**src/rtl/multi_player_game_fsm.sv**
```systemverilog
// Turn-based board game controller: dice-driven moves, event/back squares, per-roll timeout.
// Optional GAME_BOUNCE_BACK_EN: overshooting the goal bounces back instead of clamping.
module multi_player_game_fsm #(
  parameter int unsigned NUM_PLAYERS = 2,
  parameter int unsigned GOAL_SQ     = 9,
  parameter logic [15:0] EVENT_MASK  = 16'h0154,
  parameter int unsigned BACK_SQ     = 3,
  parameter int unsigned SEC_CYCLES  = 100_000_000,
  parameter int unsigned TIMEOUT_S   = 8
) (
  input  logic                     clk,
  input  logic                     reset,
  input  logic                     start_btn,
  input  logic                     dice_valid,
  input  logic [1:0]               dice_value,
  input  logic                     event_end_tick,
  output logic [4*NUM_PLAYERS-1:0] pos_flat,
  output logic [1:0]               turn,
  output logic                     winner_valid,
  output logic [1:0]               winner_id,
  output logic [3:0]               event_flag,
  output logic                     event_valid,
  output logic [7:0]               time_led
);

  localparam logic [2:0] S_IDLE  = 3'd0;
  localparam logic [2:0] S_WAIT  = 3'd1;
  localparam logic [2:0] S_MOVE  = 3'd2;
  localparam logic [2:0] S_CHECK = 3'd3;
  localparam logic [2:0] S_EVENT = 3'd4;
  localparam logic [2:0] S_NEXT  = 3'd5;
  localparam logic [2:0] S_WIN   = 3'd6;

  localparam int unsigned CNT_W    = (SEC_CYCLES > 1) ? $clog2(SEC_CYCLES) : 1;
  localparam logic [CNT_W-1:0] SEC_LAST = CNT_W'(SEC_CYCLES - 1);
  localparam logic [3:0] GOAL      = 4'(GOAL_SQ);
  localparam logic [3:0] BACK      = 4'(BACK_SQ);
  localparam logic [3:0] TIMEOUT   = 4'(TIMEOUT_S);
  localparam logic [1:0] LAST_P    = 2'(NUM_PLAYERS - 1);
  localparam logic [7:0] LED_FULL  = 8'(8'hFF >> (8 - TIMEOUT_S));

  logic [2:0]               r_state;
  logic [2:0]               w_state_d;
  logic [4*NUM_PLAYERS-1:0] r_pos;
  logic [1:0]               r_turn;
  logic [1:0]               r_dice;
  logic [CNT_W-1:0]         r_sec_cnt;
  logic [3:0]               r_elapsed;
  logic [3:0]               r_flag;
  logic                     r_winner_valid;
  logic [1:0]               r_winner_id;

  logic [3:0] w_cur_pos;
  logic [4:0] w_sum;
  logic [3:0] w_new_pos;
  logic       w_roll_ok;
  logic       w_timeout;
  logic       w_is_back;
  logic       w_is_event;

  always_comb begin
    w_cur_pos = '0;
    for (int p = 0; p < NUM_PLAYERS; p++) begin
      if (r_turn == 2'(p)) w_cur_pos = r_pos[4*p +: 4];
    end
  end

  // Five-bit sum so an overshoot past square 15 never wraps before clamping/bouncing.
  assign w_sum = {1'b0, w_cur_pos} + {3'b000, r_dice};

  always_comb begin
`ifdef GAME_BOUNCE_BACK_EN
    if (w_sum > {1'b0, GOAL}) begin
      w_new_pos = 4'(5'(2 * GOAL_SQ) - w_sum);
    end else begin
      w_new_pos = w_sum[3:0];
    end
`else
    if (w_sum >= {1'b0, GOAL}) begin
      w_new_pos = GOAL;
    end else begin
      w_new_pos = w_sum[3:0];
    end
`endif
  end

  assign w_roll_ok  = dice_valid && (dice_value != 2'd0);
  assign w_timeout  = (r_elapsed == TIMEOUT);
  assign w_is_back  = (BACK_SQ != 0) && (w_cur_pos == BACK);
  assign w_is_event = EVENT_MASK[w_cur_pos];

  always_comb begin
    w_state_d = r_state;
    case (r_state)
      S_IDLE:  if (start_btn) w_state_d = S_WAIT;
      S_WAIT: begin
        if (w_timeout)      w_state_d = S_NEXT;
        else if (w_roll_ok) w_state_d = S_MOVE;
      end
      S_MOVE:  w_state_d = S_CHECK;
      S_CHECK: begin
        if (w_cur_pos == GOAL)       w_state_d = S_WIN;
        else if (w_is_back || w_is_event) w_state_d = S_EVENT;
        else                         w_state_d = S_NEXT;
      end
      S_EVENT: if (event_end_tick) w_state_d = S_NEXT;
      S_NEXT:  w_state_d = S_WAIT;
      S_WIN:   w_state_d = S_WIN;
      default: w_state_d = S_IDLE;
    endcase
  end

  always_ff @(posedge clk or posedge reset) begin
    if (reset) begin
      r_state        <= S_IDLE;
      r_pos          <= '0;
      r_turn         <= 2'd0;
      r_dice         <= 2'd0;
      r_sec_cnt      <= '0;
      r_elapsed      <= 4'd0;
      r_flag         <= 4'd0;
      r_winner_valid <= 1'b0;
      r_winner_id    <= 2'd0;
    end else begin
      r_state <= w_state_d;
      case (r_state)
        S_IDLE: begin
          if (start_btn) begin
            r_pos     <= '0;
            r_turn    <= 2'd0;
            r_sec_cnt <= '0;
            r_elapsed <= 4'd0;
            r_flag    <= 4'd0;
          end
        end
        S_WAIT: begin
          if (!w_timeout) begin
            if (w_roll_ok) r_dice <= dice_value;
            if (r_sec_cnt == SEC_LAST) begin
              r_sec_cnt <= '0;
              r_elapsed <= r_elapsed + 4'd1;
            end else begin
              r_sec_cnt <= r_sec_cnt + 1'b1;
            end
          end
        end
        S_MOVE: begin
          for (int p = 0; p < NUM_PLAYERS; p++) begin
            if (r_turn == 2'(p)) r_pos[4*p +: 4] <= w_new_pos;
          end
        end
        S_CHECK: begin
          if (w_cur_pos == GOAL) begin
            r_winner_valid <= 1'b1;
            r_winner_id    <= r_turn;
            r_flag         <= 4'hF;
          end else if (w_is_back) begin
            for (int p = 0; p < NUM_PLAYERS; p++) begin
              if (r_turn == 2'(p)) r_pos[4*p +: 4] <= 4'd0;
            end
            r_flag <= BACK;
          end else if (w_is_event) begin
            r_flag <= w_cur_pos;
          end else begin
            r_flag <= 4'd0;
          end
        end
        S_EVENT: if (event_end_tick) r_flag <= 4'd0;
        S_NEXT: begin
          r_turn    <= (r_turn == LAST_P) ? 2'd0 : r_turn + 2'd1;
          r_sec_cnt <= '0;
          r_elapsed <= 4'd0;
        end
        default: ;
      endcase
    end
  end

  // One LED per remaining second; fixed patterns before the game and after a win.
  always_comb begin
    case (r_state)
      S_IDLE:  time_led = 8'hFF;
      S_WIN:   time_led = 8'hAA;
      default: time_led = LED_FULL >> r_elapsed;
    endcase
  end

  assign pos_flat     = r_pos;
  assign turn         = r_turn;
  assign winner_valid = r_winner_valid;
  assign winner_id    = r_winner_id;
  assign event_flag   = r_flag;
  assign event_valid  = (r_state == S_EVENT);

endmodule

```
**config.mk**
```make
export PLATFORM = sky130hd
export DESIGN_NAME = multi_player_game_fsm
export DESIGN_NICKNAME = d
export VERILOG_FILES = /design/src/rtl/multi_player_game_fsm.sv
export SDC_FILE = /design/constraint.sdc
export NUM_CORES = 1
export LEC_CHECK = 0
export ABC_AREA = 1
export CAP_MARGIN = 10
export CELL_PAD_IN_SITES_DETAIL_PLACEMENT = 1
export CELL_PAD_IN_SITES_GLOBAL_PLACEMENT = 1
export CORE_MARGIN = 10
export CORE_UTILIZATION = 25
export DETAILED_ROUTE_END_ITERATION = 16
export PLACE_DENSITY_LB_ADDON = 0.12
export SLEW_MARGIN = 20
export SYNTH_ARGS = -nofsm -noshare
export SYNTH_HDL_FRONTEND = slang
export SYNTH_SLANG_ARGS = --single-unit
```
**constraint.sdc**
```tcl
create_clock -name clk -period 2.8 [get_ports clk]
set_input_delay 0.56 -clock clk [delete_from_list [all_inputs] [get_ports clk]]
set_output_delay 0.56 -clock clk [all_outputs]
set_load 0.005 [all_outputs]
```
---- After elaboration in Yosys (flattened, before gate mapping) ----
Memory sizes are Yosys's and may differ from the RTL's.
Index checks and enable logic that the tools add are counted.
storage, ports and cells
  register bits after elaboration ......... 53
  ROM bits ................................ 16
  bits of input ports ..................... 7
  output and inout bits ................... 26
  logic and storage cells ................. 95
  memories kept ........................... 1
memory list
  name             words  bits a word  read ports  clocked after Yosys merged registers in  write ports  line  RTL
  (no name shown)  16     1            1           0                                        0            90    assign w_is_event = EVENT_MASK[w_cur_pos];
cells by class
  add/sub/neg operators ................... 4
  magnitude comparators ................... 2
  equal/unequal tests ..................... 22
  shift operators ......................... 1
  multiplexer cells ....................... 36
  bitwise operators ....................... 1
  reduce and logical (&&, ||, !) cells .... 18
operators with widths
  cell                                                                number
  two-way mux 27 bit                                                  3
  case mux 27 bit (3 select lines)                                    1
  two-way mux 4 bit                                                   14
  adder 27 x 1 -> 27 bit (second input constant)                      1
  equality test 27 bit (second input constant)                        1
  two-way mux 8 bit                                                   3
  case mux 4 bit (3 select lines)                                     2
  case mux 8 bit (3 select lines)                                     1
  case mux 3 bit (7 select lines)                                     1
  != test 2 bit (second input constant)                               10
  case mux 8 bit (2 select lines)                                     1
  two-way mux 3 bit                                                   4
  AND reduction 3 bit                                                 4
  AND reduction 6 bit                                                 2
  equality test 3 bit (second input constant)                         3
  nonzero test 3 bit                                                  3
  equality test 4 bit (second input constant)                         2
  >> shifter 8 x 4 -> 8 bit (first input constant)                    1
  equality test 3 x 2 -> 1 bit (second input constant)                2
  two-way mux 2 bit                                                   3
  adder 4 x 2 -> 5 bit                                                1
  greater-or-equal comparator 5 x 4 -> 1 bit (second input constant)  1
  < comparator 4 x 5 -> 1 bit (second input constant)                 1
  adder 4 x 1 -> 4 bit (second input constant)                        1
  other kinds (15)                                                    18

---- Longest topological paths before layout ----
Gate-level depths: netlist (run 1).
  depth after elaboration ................. 9
  mapped depth ............................ 13

---- Worst setup path after synthesis (run 1) ----
OpenSTA, ideal clock, no wires.
  kind .................................... flip-flop to flip-flop
  from .................................... reg r_turn[0], in the netlist turn[0]
  to ...................................... reg r_pos[5], in the netlist pos_flat[5]
  arrival ................................. 1.929 ns
  required time ........................... 2.735 ns
  setup slack ............................. 0.806 ns
  stages on the path, launching flop included .. 13
  buffers on the path ..................... 0
  path through ............................ dfrtp_1 > nor2_2 > nand2_1 > nand2_1 > ha_1 > fa_1 > nor2_1 > nand3_1 > nand2_1 > nand3_1 > nor2_1 > nand2_1 > nand2_1
between the ends
  cells in the longest elaborated chain, start to end .. 8
  elaborated cells on any way between the ends .. 16
RTL lines
  element                                     line  RTL
  start, declared                             45    logic [1:0] r_turn;
  start signal, assigned                      170   r_turn <= (r_turn == LAST_P) ? 2'd0 : r_turn + 2'd1;
  logical NOT 2 bit                           64    if (r_turn == 2'(p)) w_cur_pos = r_pos[4*p +: 4];
  two-way mux 4 bit (2 in series)             64
  adder 4 x 2 -> 5 bit                        69    assign w_sum = {1'b0, w_cur_pos} + {3'b000, r_dice};
  greater-or-equal comparator 5 x 4 -> 1 bit  79    if (w_sum >= {1'b0, GOAL}) begin
  two-way mux 4 bit                           79
  two-way mux 4 bit                           149   if (r_turn == 2'(p)) r_pos[4*p +: 4] <= w_new_pos;
  case mux 8 bit (3 select lines)             126   case (r_state)
  end signal, assigned by index               149
  end, declared                               44    logic [4*NUM_PLAYERS-1:0] r_pos;
Several ways; a longest one is shown, not always the timed one. The select of a mux whose other input is x is not followed.
A chain may end at the register's enable or synchronous reset.

---- Final worst setup path (run 1) ----
  from .................................... reg r_state[0]
  to ...................................... out time_led[5]
between the ends
  cells in the longest elaborated chain, start to end .. 2
  elaborated cells on any way between the ends .. 3
RTL lines
  element                                                          line  RTL
  start, declared                                                  42    logic [2:0] r_state;
  start signal, assigned                                           125   r_state <= w_state_d;
  equality test 3 bit / logical NOT 3 bit (equally long branches)  181   case (r_state)
  case mux 8 bit (2 select lines) (*)                              181
  end, declared                                                    23    output logic [7:0] time_led
Mark *: on every way between the ends. The rest lies on a longest branch, timed or not.

==> results.txt, run 1 <==
The total of warnings raised by yosys came out at 0. The synthesized design contains 0 enable-type register cells. The maximum clock frequency is 0.390 GHz. The floorplan die area is 18600 um2. The share of flip-flops with an asynchronous set or reset after synthesis came out at 100%.

The run finished with clean final reports. Across the run, the number of max-cap violations was 0. Dividing the final minimum period by the clock period gives 91.6%.

The number of clock sinks seen by CTS is 53. The number of fill cells in the layout is 1676. The count of routing violations after the opening detailed-route iteration is 164.

The critical path goes through inv_1 > nand3_2 > nand2_1 > inv_1 > o21ai_0 > clkdlybuf4s50_1. The measured slew at the worst slew-check pin is 616 ps. The die is 137 um wide. The setup violation total in the final timing report is 0. The largest net degree at the start of global routing is 35. Once detail routing completed, the nets flagged for antenna violations numbered 0. The number of vias per cell is 4.69.

Among the stages of the critical path, the cell type that occurs most often is sky130_fd_sc_hd__inv_1. After synthesis, the netlist uses 31 different library cells. The total vias in the final route is 3380.

The count of inserted antenna diode cells came out at 0. The worst path arrival time is 2000 ps. The synthesis-to-finish area growth is 20.9%. The kind of start point of the critical path is a register. The number of pins with negative max-slew slack in the final report came out at 0. The total clock buffers created by CTS is 5.

The latest clock arrival within the worst-skew pair is 300 ps. Of all nets on the critical path, the largest fanout is 6. The register-to-register setup slack came out at 480 ps.

The clock transition at the register clock pins on the worst setup and hold paths after CTS is 80 ps. At the end of the flow, the number of nets in the layout was 558. The HPWL reported at the end of detailed placement came out at 8650 um. After routing, the total negative slack on setup checks comes to 0 ps. The synthesized area per cell came out at 6.72 um2. The number of register bits inferred by synthesis came out at 53.

TritonCTS built the clock tree. Among all flip-flop cells after synthesis, the most frequent one is sky130_fd_sc_hd__dfrtp_1. The pre-antenna-repair detailed-routing pass consisted of 4 iterations.

The number of antenna violations at the first check in global routing came out at 0. The path class of the tightest hold or removal check is register to register. The kind of critical path is register to primary output. The routed wirelength normalized by instance count is 15.2 um.

In this run, post-CTS hold repair placed 0 buffers. The number of failing hold endpoints at the final stage came out at 0. The global-route wire length before repair is 18100 um. VDD sags by at most 233 uV. The required time of the critical path is 2240 ps. The time the final worst path needs with I/O delays and setup is 2560 ps. The net count of the mapped netlist came out at 519. The sequential-to-total area share from yosys stat came out at 39.1%. The initialized floorplan defines 42 standard-cell rows. The largest total area in the synthesized netlist belongs to sky130_fd_sc_hd__dfrtp_1. Sorting the synthesized cells by area gives the leading types as sky130_fd_sc_hd__dfrtp_1 39%, sky130_fd_sc_hd__nand2_1 16%, sky130_fd_sc_hd__nor2_1 8.6%.

Synthesis handed over a netlist of 505 instances. Global routing used 12.1% of the available tracks across all layers. The maximum root-to-sink buffer count came out at 2. The commonest cells after synthesis are 146 x sky130_fd_sc_hd__nand2_1, 78 x sky130_fd_sc_hd__nor2_1, 63 x sky130_fd_sc_hd__inv_1. Yosys instantiated no cell more often than sky130_fd_sc_hd__nand2_1. The H-tree generated during clock tree synthesis spans 2 levels. The global route total overflow came out at 0. After detailed routing, the total wire length is 11000 um. The relative max-transition margin came out at 58.7%.

The share of Yosys cell area claimed by the top area cell type is 39.1%. Clock tree synthesis selected as its root buffer the cell sky130_fd_sc_hd__clkbuf_16. In this run the vertical extent of the chip is 137 um. The placeable core area is 13300 um2. The type of destination of the critical path is a primary output. The count of unresolved DRC violations after routing came out at 0. The count of buffers added by post-CTS timing repair for setup is 0. The design draws 3.11 mW. The share of cells above drive strength 1 came out at 5.32%. The count of buffers added on input and output ports is 32.

The total leakage power is 1.85 nW. The clock arrives with 5.14 ps of skew. The worst-path cell with the longest stage delay is sky130_fd_sc_hd__clkdlybuf4s50_1. Setup repair after global routing left no endpoint under its margin.

The initial standard-cell utilization of the core came out at 25.5%. The post-cts sizing count is 0. For this run, the slowest stage of the critical path takes 540 ps. The routability congestion estimate is 0.819. The power density over the cells came out at 758 nW/um2. The number of global-route vias before repair is 3504. The netlist area before placement is 3400 um2. In this run the count of I/O pins placed on the die edge is 33.
report_power, final:
| part | total (mW) | internal (mW) | switching, mW |
|---|---|---|---|
| Clock | 0.652 | 0.334 | 0.319 |
| Combinational | 1.50 | 0.511 | 0.991 |
| Sequential | 0.959 | 0.857 | 0.102 |
metal layers:
layer	vias up	wire length [um]	part of all wire (%)	track usage, %
met5	-	0	0	0
met4	0	162	1.5	3.55
li1	1690	-	-	-
met1	1636	5150	47	15.2
met2	41	5330	49	20.7
met3	13	319	2.9	2.24
state kept, by name, summed over array words and instances, names as in the netlist:
| register | cells |
|---|---|
| r_sec_cnt | 27 |
| pos_flat | 8 |
| event_flag | 4 |
| r_elapsed | 4 |
| r_state | 3 |
| r_dice | 2 |
| turn | 2 |
| winner_id | 2 |
| winner_valid | 1 |
critical path, delay by kind of cell (launching register included):
| kind | cells | cell delay [ps] |
|---|---|---|
| flip-flops | 1 | 440 |
| AO/OA/AOI/OAI | 1 | 80 |
| AND/OR/NAND/NOR | 2 | 340 |
| buffers and inverters | 3 | 840 |
cells by family after synthesis:
group / Yosys count / share of synthesized area (%)
adders and majority gates: 7 / 2.80
DFF: 53 / 39.1
buffers and inverters: 72 / 8.14
xor gates and xnor gates: 7 / 1.81
muxes: 2 / 0.663
AOI/OAI and AO/OA: 59 / 9.47
and+or+nand+nor: 305 / 38.1
cell type report:
class,count,area [um2],share of cell area (%)
Multi-Input combinational cell,380,1790,43.7
Sequential cell,53,1330,32.3
Timing Repair Buffer,37,370,9.02
Inverter,67,251,6.13
Tap cell,176,220,5.36
Clock buffer,6,129,3.14
Clock inverter,2,15.0,0.366
metrics by stage:
step / utilization, % / worst slack [ps] / cell area, um2 / cells / hold slack (ps)
after detailed placement: 29.8 / 492 / 3960 / 713 / 464
after global routing: 30.9 / 49.3 / 4110 / 721 / 519
after CTS: 30.9 / 193 / 4110 / 721 / 485
after global placement: 29.8 / 563 / 3960 / 713 / 456
after floorplan: - / 806 / 3400 / 505 / 458
final: 30.9 / 235 / 4110 / 721 / 477
layout by cell type, fill, tap and decap left out, drive strengths merged, types with 7 or more instances in the layout:
master	instances
nand2	150
nor2	80
inv	67
dfrtp	53
nand3	44
o21ai	43
clkdlybuf4s50	32
nor3	14
nand4	13
a21oi	11
xor2	7
path summary, 6_finish.rpt:
check / from / endpoint / cells past startpoint
min reg2reg: winner_id[1] / winner_id[1] / 2
max in group asynchronous: reset / event_flag[1] / 3
min in group asynchronous: reset / r_sec_cnt[1] / 2
max: r_state[0] / time_led[5] / 6
max reg2reg: turn[0] / pos_flat[1] / 12
min: winner_id[1] / winner_id[1] / 2
(Power assumes the default switching activity.)
==> run 2, diff against run 1 <==
CAP_MARGIN = 5   (was 10)
HOLD_SLACK_MARGIN = 0.06   (was unset)
MAX_ROUTING_LAYER = met4   (was unset)
==> results.txt, run 2 (same netlist as run 1, synthesis figures left out) <==
The maximum root-to-sink buffer count came out at 2 (unchanged). The floorplan die area is 18600 um2 (unchanged). The final worst-path setup slack was 236 ps (+0.405 ps). The routed wirelength normalized by instance count is 15.2 um (about the same).

The top cell types in the final layout, fill and taps aside, are 146 x sky130_fd_sc_hd__nand2_1, 78 x sky130_fd_sc_hd__nor2_1, 62 x sky130_fd_sc_hd__inv_1. The flow ran to the end, and the final reports show no timing, DRC or antenna violations. The number of buffers inserted by port buffering came out at 32 (unchanged). The number of clock sinks seen by CTS came out at 53 (unchanged).

The number of cell instances on the worst register-to-register path is 12 (unchanged). The min-delay analysis places its worst path in the category register to register. The global-route wire length before repair came out at 18100 um (about the same). The HPWL reported at the end of detailed placement is 8650 um (unchanged). The total of max-cap violations was 0 (unchanged). The number of nets with antenna violations after detailed routing came to 0 (unchanged). The level count of the clock H-tree came out at 2 (unchanged).

The count of standard-cell rows was 42 (unchanged). The required time of the critical path is 2240 ps (about the same). The global route total overflow is 0 (unchanged). The clock tree skew after final layout was 5.34 ps (+0.193 ps). The net count of the finished layout came out at 558 (unchanged). The startpoint identified for the worst register-to-register timing path is turn[0]. The worst hold path begins at winner_id[1]. The endpoint of the lowest-slack register-to-register path is pos_flat[1]. The synthesis-to-finish area growth came out at 20.9% (unchanged).

The number of failing hold endpoints at the final stage came out at 0 (unchanged). The final core utilization is 30.9% (unchanged). The first-pass iteration count of the detailed router came out at 4 (unchanged). The largest vdd supply drop was 232 uV (-0.30%). The latest clock arrival within the worst-skew pair is 300 ps (about the same). The routability congestion estimate came out at 0.831 (+1.5%). The maximum clock frequency came out at 0.390 GHz (about the same). The count of buffers added by post-CTS timing repair for setup came out at 0 (unchanged).

The largest net degree at the start of global routing is 35 (unchanged). The total leakage power is 1.85 nW (unchanged). The register-to-register setup slack came out at 480 ps (about the same). The number of vias per cell is 4.69 (about the same). The final critical-path share of the clock period is 91.6% (about the same). The tree is rooted in a sky130_fd_sc_hd__clkbuf_16. The placeable core area came out at 13300 um2 (unchanged). The sequential cell area is 1330 um2 (unchanged). The initial standard-cell utilization of the core came to 25.5% (unchanged). The count of routing violations after the opening detailed-route iteration was 155 (-5.5%).

The aggregate global-route resource usage is 12.5% (+0.34 points). The total clock buffers created by CTS came out at 5 (unchanged). The relative max-transition margin came out at 58.8% (+0.13 points). The critical path is of the register to primary output type. The maximum fanout along the worst path came out at 6 (unchanged). The number of fill cells in the layout was 1676 (unchanged). The die height is 137 um (unchanged). The total vias in the final route came out at 3381 (+0.030%).

The cell area after placement came out at 3960 um2 (unchanged). The post-cts sizing count is 0 (unchanged). The clock transition at the register clock pins on the worst setup and hold paths after CTS was 80 ps (about the same).

The worst slack at placement is 492 ps (unchanged). Tracing the worst setup path back leads to its startpoint at r_state[0]. Setup repair after global routing left no endpoint under its margin. The measured slew at the worst slew-check pin is 614 ps (-1.92 ps). Leaving out fill and tap cells, the most frequent cell in the layout is sky130_fd_sc_hd__nand2_1.

The total wire length is 11000 um (about the same). The number of global-route vias before repair came out at 3504 (unchanged). The number of primary I/O pins came out at 33 (unchanged). The die boundary width is 137 um (unchanged). The number of pins with negative max-slew slack in the final report is 0 (unchanged). The post-route standard cell area excluding fillers is 4110 um2 (unchanged). The summed negative setup slack over all endpoints was 0 ps (unchanged). The count of inserted antenna diode cells came out at 0 (unchanged).

The area taken by multi-input logic gates came to 1790 um2 (unchanged). The endpoint of the most critical setup path is time_led[5]. r_sec_cnt holds more flip-flops than any other register. The share of cells above drive strength 1 came to 5.32% (unchanged). The worst path arrival time came out at 2000 ps (about the same). STA classifies the critical path endpoint as a primary output. TritonCTS built the clock tree. The time the final worst path needs with I/O delays and setup came to 2560 ps (-0.405 ps). The post-route worst hold slack came out at 477 ps (-0.00100 ps). The count of unresolved DRC violations after routing is 0 (unchanged). The hold-fix buffer count after cts is 0 (unchanged). The setup violation total in the final timing report is 0 (unchanged). The power density over the cells came out at 758 nW/um2 (about the same). The number of antenna violations at the first check in global routing was 0 (unchanged). The worst setup path is launched from a register. The number of flip-flops in the largest register is 27 (unchanged).
[run 2: cell counts in the layout (fill, tap and decap cells not counted)]
Identical to the previous run, type by type.
[run 2: area by class of cell]
| cell class | instances | area share, % |
|---|---|---|
| clock buffer | 6 | 3.14 |
| timing repair buffer | 37 | 9.02 |
| tap | 176 | 5.36 |
| clock inverter | 2 | 0.366 |
| sequential | 53 | 32.3 |
| inverter | 67 | 6.13 |
| multi-input combinational | 380 | 43.7 |
[run 2: worst min path at each step]
stage,endpoint,depth (start not counted)
after floorplan,winner_valid,2
after global placement,winner_valid,2
after detailed placement,winner_id[1],2
after CTS,winner_id[1],2
after global routing,winner_id[1],2
final,winner_id[1],2
[run 2: report_power, final]
part,total [mW],switching [mW],internal (mW),leakage [nW]
clock,0.651,0.318,0.334,0.0631
combinational,1.50,0.991,0.511,1.06
sequential,0.959,0.103,0.857,0.728
total,3.11,1.41,1.70,1.85
[run 2: per-stage QoR]
step	total power, mW	cells
2_1_floorplan	1.88	505
3_3_place_gp	2.49	713
3_5_place_dp	2.50	713
4_1_cts	3.17	721
5_1_grt	3.39	721
6_report	3.11	721
[run 2: critical path: stages, from the launching register on]
cell	delay (ps)
sky130_fd_sc_hd__dfrtp_1	440
sky130_fd_sc_hd__inv_1	210
sky130_fd_sc_hd__nand3_2	170
sky130_fd_sc_hd__nand2_1	170
sky130_fd_sc_hd__inv_1	100
sky130_fd_sc_hd__o21ai_0	80
sky130_fd_sc_hd__clkdlybuf4s50_1	530
[run 2: per-layer routing]
layer,global-route usage (%),part of all wire [%],up-vias
li1,-,-,1690
met1,15.2,47,1639
met2,20.7,49,39
met3,2.24,2.8,13
met4,3.55,1.5,0
met5,-,0,-
==> run 3, diff against run 2 <==
DONT_BUFFER_PORTS = 1   (was unset)
==> results.txt, run 3 (same netlist as run 1, synthesis figures left out) <==
The count of routing violations after the opening detailed-route iteration is 98 (-37%). The combinational group share of total power came to 43.1% (-5.2 points). The relative max-transition margin is 62.2% (+3.4 points). STA classifies the critical path endpoint as a register. The TritonCTS clock tree is built. The routed wirelength normalized by instance count is 15.5 um (+1.9%).

The count of inserted antenna diode cells was 0 (unchanged). The aggregate global-route resource usage is 12.4% (-0.087 points). The summed negative setup slack over all endpoints was 0 ps (unchanged). The total clock buffers created by CTS is 5 (unchanged). The switching share of power is 45.7% (+0.35 points).

The required time of the critical path came out at 3050 ps (+810 ps). The overall power is 3.02 mW (-2.9%). The biggest cell delay along the critical path came out at 490 ps (-40 ps).

The layer flagged by global routing as most heavily used is met2. The worst setup path is launched from a register. The share of cells above drive strength 1 came to 6.21% (+0.89 points). The worst path arrival time was 2530 ps (+530 ps). The measured slew at the worst slew-check pin is 565 ps (-49.2 ps). The clock transition at the register clock pins on the worst setup and hold paths after CTS was 80 ps (about the same).

The area taken by multi-input logic gates is 1790 um2 (unchanged). The portion of total power attributed to the clock network came out at 24.8% (+3.9 points). The number of vias per cell came to 4.69 (about the same).

The largest vdd supply drop came out at 294 uV (+26%). The maximum clock frequency came to 0.440 GHz (+13%). The tightest min-delay check is of the input pin to asynchronous set/reset pin type. The number of failing hold endpoints at the final stage is 0 (unchanged). The hold-fix buffer count after cts is 0 (unchanged). The number of antenna violations at the first check in global routing is 0 (unchanged).

The internal power summed over all cells came out at 1.64 mW (-3.5%). The number of nets with antenna violations after detailed routing came out at 0 (unchanged). The number of flip-flops in the largest register was 27 (unchanged). The largest net degree at the start of global routing is 23 (-34%). The setup violation total in the final timing report is 0 (unchanged). The routability congestion estimate is 0.845 (+1.7%). The maximum root-to-sink buffer count came out at 2 (unchanged).

The met3 track demand over resource is 2.90% (+0.66 points). The total vias in the final route came out at 3238 (-4.2%). The maximum fanout along the worst path is 8 (+2). The switching power total came out at 1.38 mW (-2.2%). The number of clock sinks seen by CTS came out at 53 (unchanged). The total of max-cap violations is 0 (unchanged). The die boundary width is 137 um (unchanged). The slowest stage of the critical path is the sky130_fd_sc_hd__dfrtp_1 cell.

The clock tree skew after final layout came out at 11.2 ps (+5.85 ps). The latest clock arrival within the worst-skew pair came out at 310 ps (about the same). The sequential cell area is 1330 um2 (unchanged).

The power share of the sequential group came out at 32.1% (+1.3 points). The count of buffers added by post-CTS timing repair for setup is 0 (unchanged). Leaving out fill and tap cells, the most frequent cells in the layout are 146 x sky130_fd_sc_hd__nand2_1, 78 x sky130_fd_sc_hd__nor2_1, 62 x sky130_fd_sc_hd__inv_1. The run finished with clean final reports. The kind of critical path is register to register. The met1 demand-to-capacity share in global routing came out at 14.7% (-0.50 points). The time the final worst path needs with I/O delays and setup came out at 2270 ps (-291 ps). The number of primary I/O pins is 33 (unchanged).

The floorplan die area is 18600 um2 (unchanged). The total wire length is 10700 um (-2.4%). The number of global-route vias before repair is 3352 (-4.3%).

The HPWL reported at the end of detailed placement is 8550 um (-1.2%). The net count of the finished layout is 528 (-5.4%). The count of buffer and inverter cells on the critical path is 0 (-3). The register ranked first by flip-flop count is r_sec_cnt. The met2 track utilization from global routing is 20.8% (+0.16 points). The number of pins with negative max-slew slack in the final report is 0 (unchanged).

The synthesis-to-finish area growth came out at 12.3%. The count of unresolved DRC violations after routing was 0 (unchanged). The kind of cell with the highest combined delay on the critical path is simple AND/OR/NAND/NOR gates. The placeable core area came to 13300 um2 (unchanged).

Setup repair after global routing left no endpoint under its margin. The signal on the critical path passes through nor2_2 > nand2_1 > nand2_1 > ha_1 > fa_1 > nor2_1 > nand3_1 > nand2_1 > nand3_1 > nor2_1 > nand2_1 > nand2_1. The number of buffers inserted by port buffering is 0 (-100%). The commonest non-fill, non-tap cell in the layout is sky130_fd_sc_hd__nand2_1.

The root buffer cell chosen for the clock tree is sky130_fd_sc_hd__clkbuf_16. The number of fill cells in the layout came out at 1687 (+0.66%). The post-cts sizing count came out at 0 (unchanged). The die height is 137 um (unchanged). The power density over the cells came out at 793 nW/um2 (+4.6%). The global route total overflow came out at 0 (unchanged).

The global-route wire length before repair came to 17700 um (-2.4%). The first-pass iteration count of the detailed router came to 5 (+1). The final critical-path share of the clock period was 81.2% (-10 points).

The count of standard-cell rows came out at 42 (unchanged). The total leakage power came to 1.76 nW (-5.0%). The initial standard-cell utilization of the core is 25.5% (unchanged). By instance count, the cell type seen most on the critical path is sky130_fd_sc_hd__nand2_1. The level count of the clock H-tree came out at 2 (unchanged).
==> run 3: changes by cell type in the layout (fill, tap and decap cells not counted) <==
cell                              previous run  this run
sky130_fd_sc_hd__clkdlybuf4s50_1            32         0
sky130_fd_sc_hd__bufinv_16                   0         1
sky130_fd_sc_hd__clkbuf_1                    1         0
sky130_fd_sc_hd__inv_6                       0         1
sky130_fd_sc_hd__buf_12                      1         0
sky130_fd_sc_hd__clkinvlp_4                  2         0
sky130_fd_sc_hd__buf_4                       4         7
sky130_fd_sc_hd__clkinv_2                    0         1
==> run 3: worst paths after layout <==
path	startpoint	endpoint	slack, ps	depth (start not counted)
min in group clk	dice_value[1]	r_dice[1]	400	1
worst max-delay path	turn[0]	pos_flat[5]	530	12
worst max register to register	turn[0]	pos_flat[5]	530	12
worst min register to register	winner_valid	winner_valid	500	2
max in group asynchronous	reset	event_flag[1]	2020	2
worst min-delay path	reset	r_sec_cnt[0]	140	1
==> run 3: power groups by stage <==
stage / Sequential [mW] / Combinational (mW) / Clock (mW)
3_3_place_gp: 0.988 / 1.34 / 0
4_1_cts: 0.975 / 1.36 / 0.790
3_5_place_dp: 0.989 / 1.35 / 0
6_report: 0.969 / 1.30 / 0.750
2_1_floorplan: 0.947 / 0.934 / 0
5_1_grt: 0.992 / 1.51 / 0.819
==> run 3: stage by stage <==
step / utilization, % / std cells / cell area (um2) / worst slack [ps] / hold WS [ps]
2_1_floorplan: - / 505 / 3400 / 806 / 458
3_3_place_gp: 27.4 / 683 / 3640 / 579 / 499
3_5_place_dp: 27.4 / 683 / 3640 / 503 / 493
4_1_cts: 28.7 / 691 / 3810 / 480 / 163
5_1_grt: 28.7 / 691 / 3810 / 278 / 176
6_report: 28.7 / 691 / 3810 / 527 / 143
==> run 3: area by class of cell <==
cell class / instances / share of cell area (%)
flip-flops and latches: 53 / 34.8
well taps: 176 / 5.78
inverters: 67 / 6.60
repair buffers: 7 / 1.38
clock inverters: 3 / 1.15
clock buffers: 5 / 3.28
multi-input cells: 380 / 47.0
==> run 3: worst register-to-register path: stages, from the launching register on <==
cell and delay, ps:
sky130_fd_sc_hd__dfrtp_1 490, sky130_fd_sc_hd__nor2_2 210, sky130_fd_sc_hd__nand2_1 70, sky130_fd_sc_hd__nand2_1 150, sky130_fd_sc_hd__ha_1 210, sky130_fd_sc_hd__fa_1 430
sky130_fd_sc_hd__nor2_1 110, sky130_fd_sc_hd__nand3_1 80, sky130_fd_sc_hd__nand2_1 80, sky130_fd_sc_hd__nand3_1 90, sky130_fd_sc_hd__nor2_1 150, sky130_fd_sc_hd__nand2_1 60
sky130_fd_sc_hd__nand2_1 70
==> run 3: per-layer routing <==
metal | wire (um) | up-vias
met4 | 99 | 0
li1 | - | 1623
met3 | 354 | 7
met5 | 0 | -
met2 | 5400 | 21
met1 | 4860 | 1587
==> edit (flow settings as in run 2) <==
The parameter `SEC_CYCLES` goes from 100_000_000 to 50_000_000.
--- a/src/rtl/multi_player_game_fsm.sv
+++ b/src/rtl/multi_player_game_fsm.sv
@@ -6,5 +6,5 @@
   parameter logic [15:0] EVENT_MASK  = 16'h0154,
   parameter int unsigned BACK_SQ     = 3,
-  parameter int unsigned SEC_CYCLES  = 100_000_000,
+  parameter int unsigned SEC_CYCLES  = 50_000_000,
   parameter int unsigned TIMEOUT_S   = 8
 ) (
Check against the original RTL: no difference found for any inputs over 10 cycles, from zero or initial values and one cycle with reset high; that may be too few to reach the edited logic, so the function may still have changed.
==> edit against run 2 <==
- sequential share of layout area down 0.42 points
- worst setup slack improved by 0.12 ns
- highest routed layer unchanged
- critical endpoint unchanged
- fmax is 5.0% higher
- synthesized area grew 0.55%
- wire length shrank 5.5%
- final area down 0.58%
- worst hold slack worse by 0.0038 ns
- sequential cell count shrank 1
- power down 3.7%
- final cell count decreased by 4.3%
- register-to-register slack better by 0.15 ns
- core utilization fell by 0.18 points
==> edit: results (changes against run 2) <==
stage;metric;value;unit;change
timing;Tightest Pin Transition;0.6877;ns;was 0.6141 ns
place;Placed Instance Area;0.003931;mm^2;was 0.003961 mm^2
worst_hold_path;min-delay src;winner_id[1];;unchanged
pwr;Clk power;0.668;mW;was 0.651 mW
status;status;finished, final reports clean;;unchanged
final_layout;layout filler cell count;1630;;was 1676
pwr;Max VDD drop;0.2774;mV;was 0.2325 mV
route;Routed WL;10360;um;was 10970 um
synthesis;average size of a mapped cell;7.173;um^2;was 6.724 um^2
route;via count;3171;;was 3381
global_route;Total GRT Usage;11.88;%;was 12.47%
critical_path;reg-to-reg slack, setup;0.63;ns;was 0.48 ns
place;placed cell count;682;;was 713
synthesis;Synth Area in Adders;2.785;%;was 2.800%
place;Final HPWL DP;8057;um;was 8650 um
critical_path;Slowest-stage cell, CP;clkdlybuf4s50_1;;unchanged
synthesis;Synth Area in XOR/XNOR;2.052;%;was 1.805%
synthesis;post-synthesis net count;490;;was 519
place;Final GP Congestion;0.8256;;was 0.8313
final_layout;max reg flops;26;;was 27
global_route;first-pass GRT wire length;17060;um;was 18130 um
synthesis;synth top area cells;dfrtp_1, nand2_1, nor2_1, inv_1, nand3_1;;unchanged
critical_path;RR Startpoint;turn[1];;was turn[0]
synthesis;post-synth cell types;39;;was 31
global_route;pin count of the biggest net entering global routing;31;;was 35
clock_network;latest clock arrival within the worst-skew pair;0.32;ns;was 0.30 ns
pwr;Sw Pwr;1.352;mW;was 1.411 mW
worst_hold_path;Hold Crit Class;reg -> reg;;unchanged
synthesis;ys flop type;dfrtp_1;;unchanged
final_layout;layout cells sized above 1;9.922;%;was 5.321%
timing;min Tclk post-route;2.443;ns;was 2.564 ns
critical_path;CP arrival;1.88;ns;was 2.00 ns
synthesis;compound-gate portion of the synthesized area;7.988;%;was 9.469%
timing;final hold slack;0.4736;ns;was 0.4774 ns
pwr;Leak;1.879;nW;was 1.853 nW
pwr;PwrDens;734.3;mW/mm^2;was 758.1 mW/mm^2
critical_path;FF-to-FF End;pos_flat[0];;was pos_flat[1]
final_layout;Final Net Count;527;;was 558
clock_network;Num CTS Buffers;5;;unchanged
critical_path;worst setup path start;r_state[1];;was r_state[0]
synthesis;list of most frequent post-synthesis cells;nand2_1, nor2_1, inv_1;;unchanged
route;Wirelength per Cell;15.02;um;was 15.21 um
route;DR iter-0 viols;140;;was 155
global_route;vias in the first global route;3258;;was 3504
critical_path;worst-path maximum fanout;6;;unchanged
synthesis;sequential share of the synthesized area;38.11;%;was 39.06%
synthesis;post-synthesis mux area share;0.6596;%;was 0.6632%
timing;clock skew;0.008896;ns;was 0.005338 ns
place;pre-CTS setup slack;0.4753;ns;was 0.4917 ns
edit: changes by cell type in the layout (fill, tap and decap cells not counted), moves of 4 or more:
cell,delta
nor2_4,+5
nand2_2,+7
nor2_2,+5
o21ai_2,+4
nor3_1,-6
inv_1,-5
nand2_1,-9
o21ai_1,+5
o21ai_0,-24
nor2_1,-19
edit: routing by layer:
layer / part of all wire [%] / wire [um] / track usage (%) / vias to the layer above
met4: 1.2 / 122 / 3.630 / 0
met5: 0 / 0 / - / -
met1: 52 / 5372 / 15.98 / 1531
met2: 43 / 4486 / 17.14 / 31
li1: - / - / - / 1600
met3: 3.7 / 379 / 2.969 / 9
edit: area by class of cell:
type	count	area (um^2)	share of cell area [%]
flip-flops and latches	52	1301	31.88
multi-input cells	356	1823	44.67
well taps	176	220.2	5.395
inverters	61	229.0	5.610
clock inverters	1	7.507	0.1839
clock buffers	7	142.6	3.495
repair buffers	37	357.8	8.768
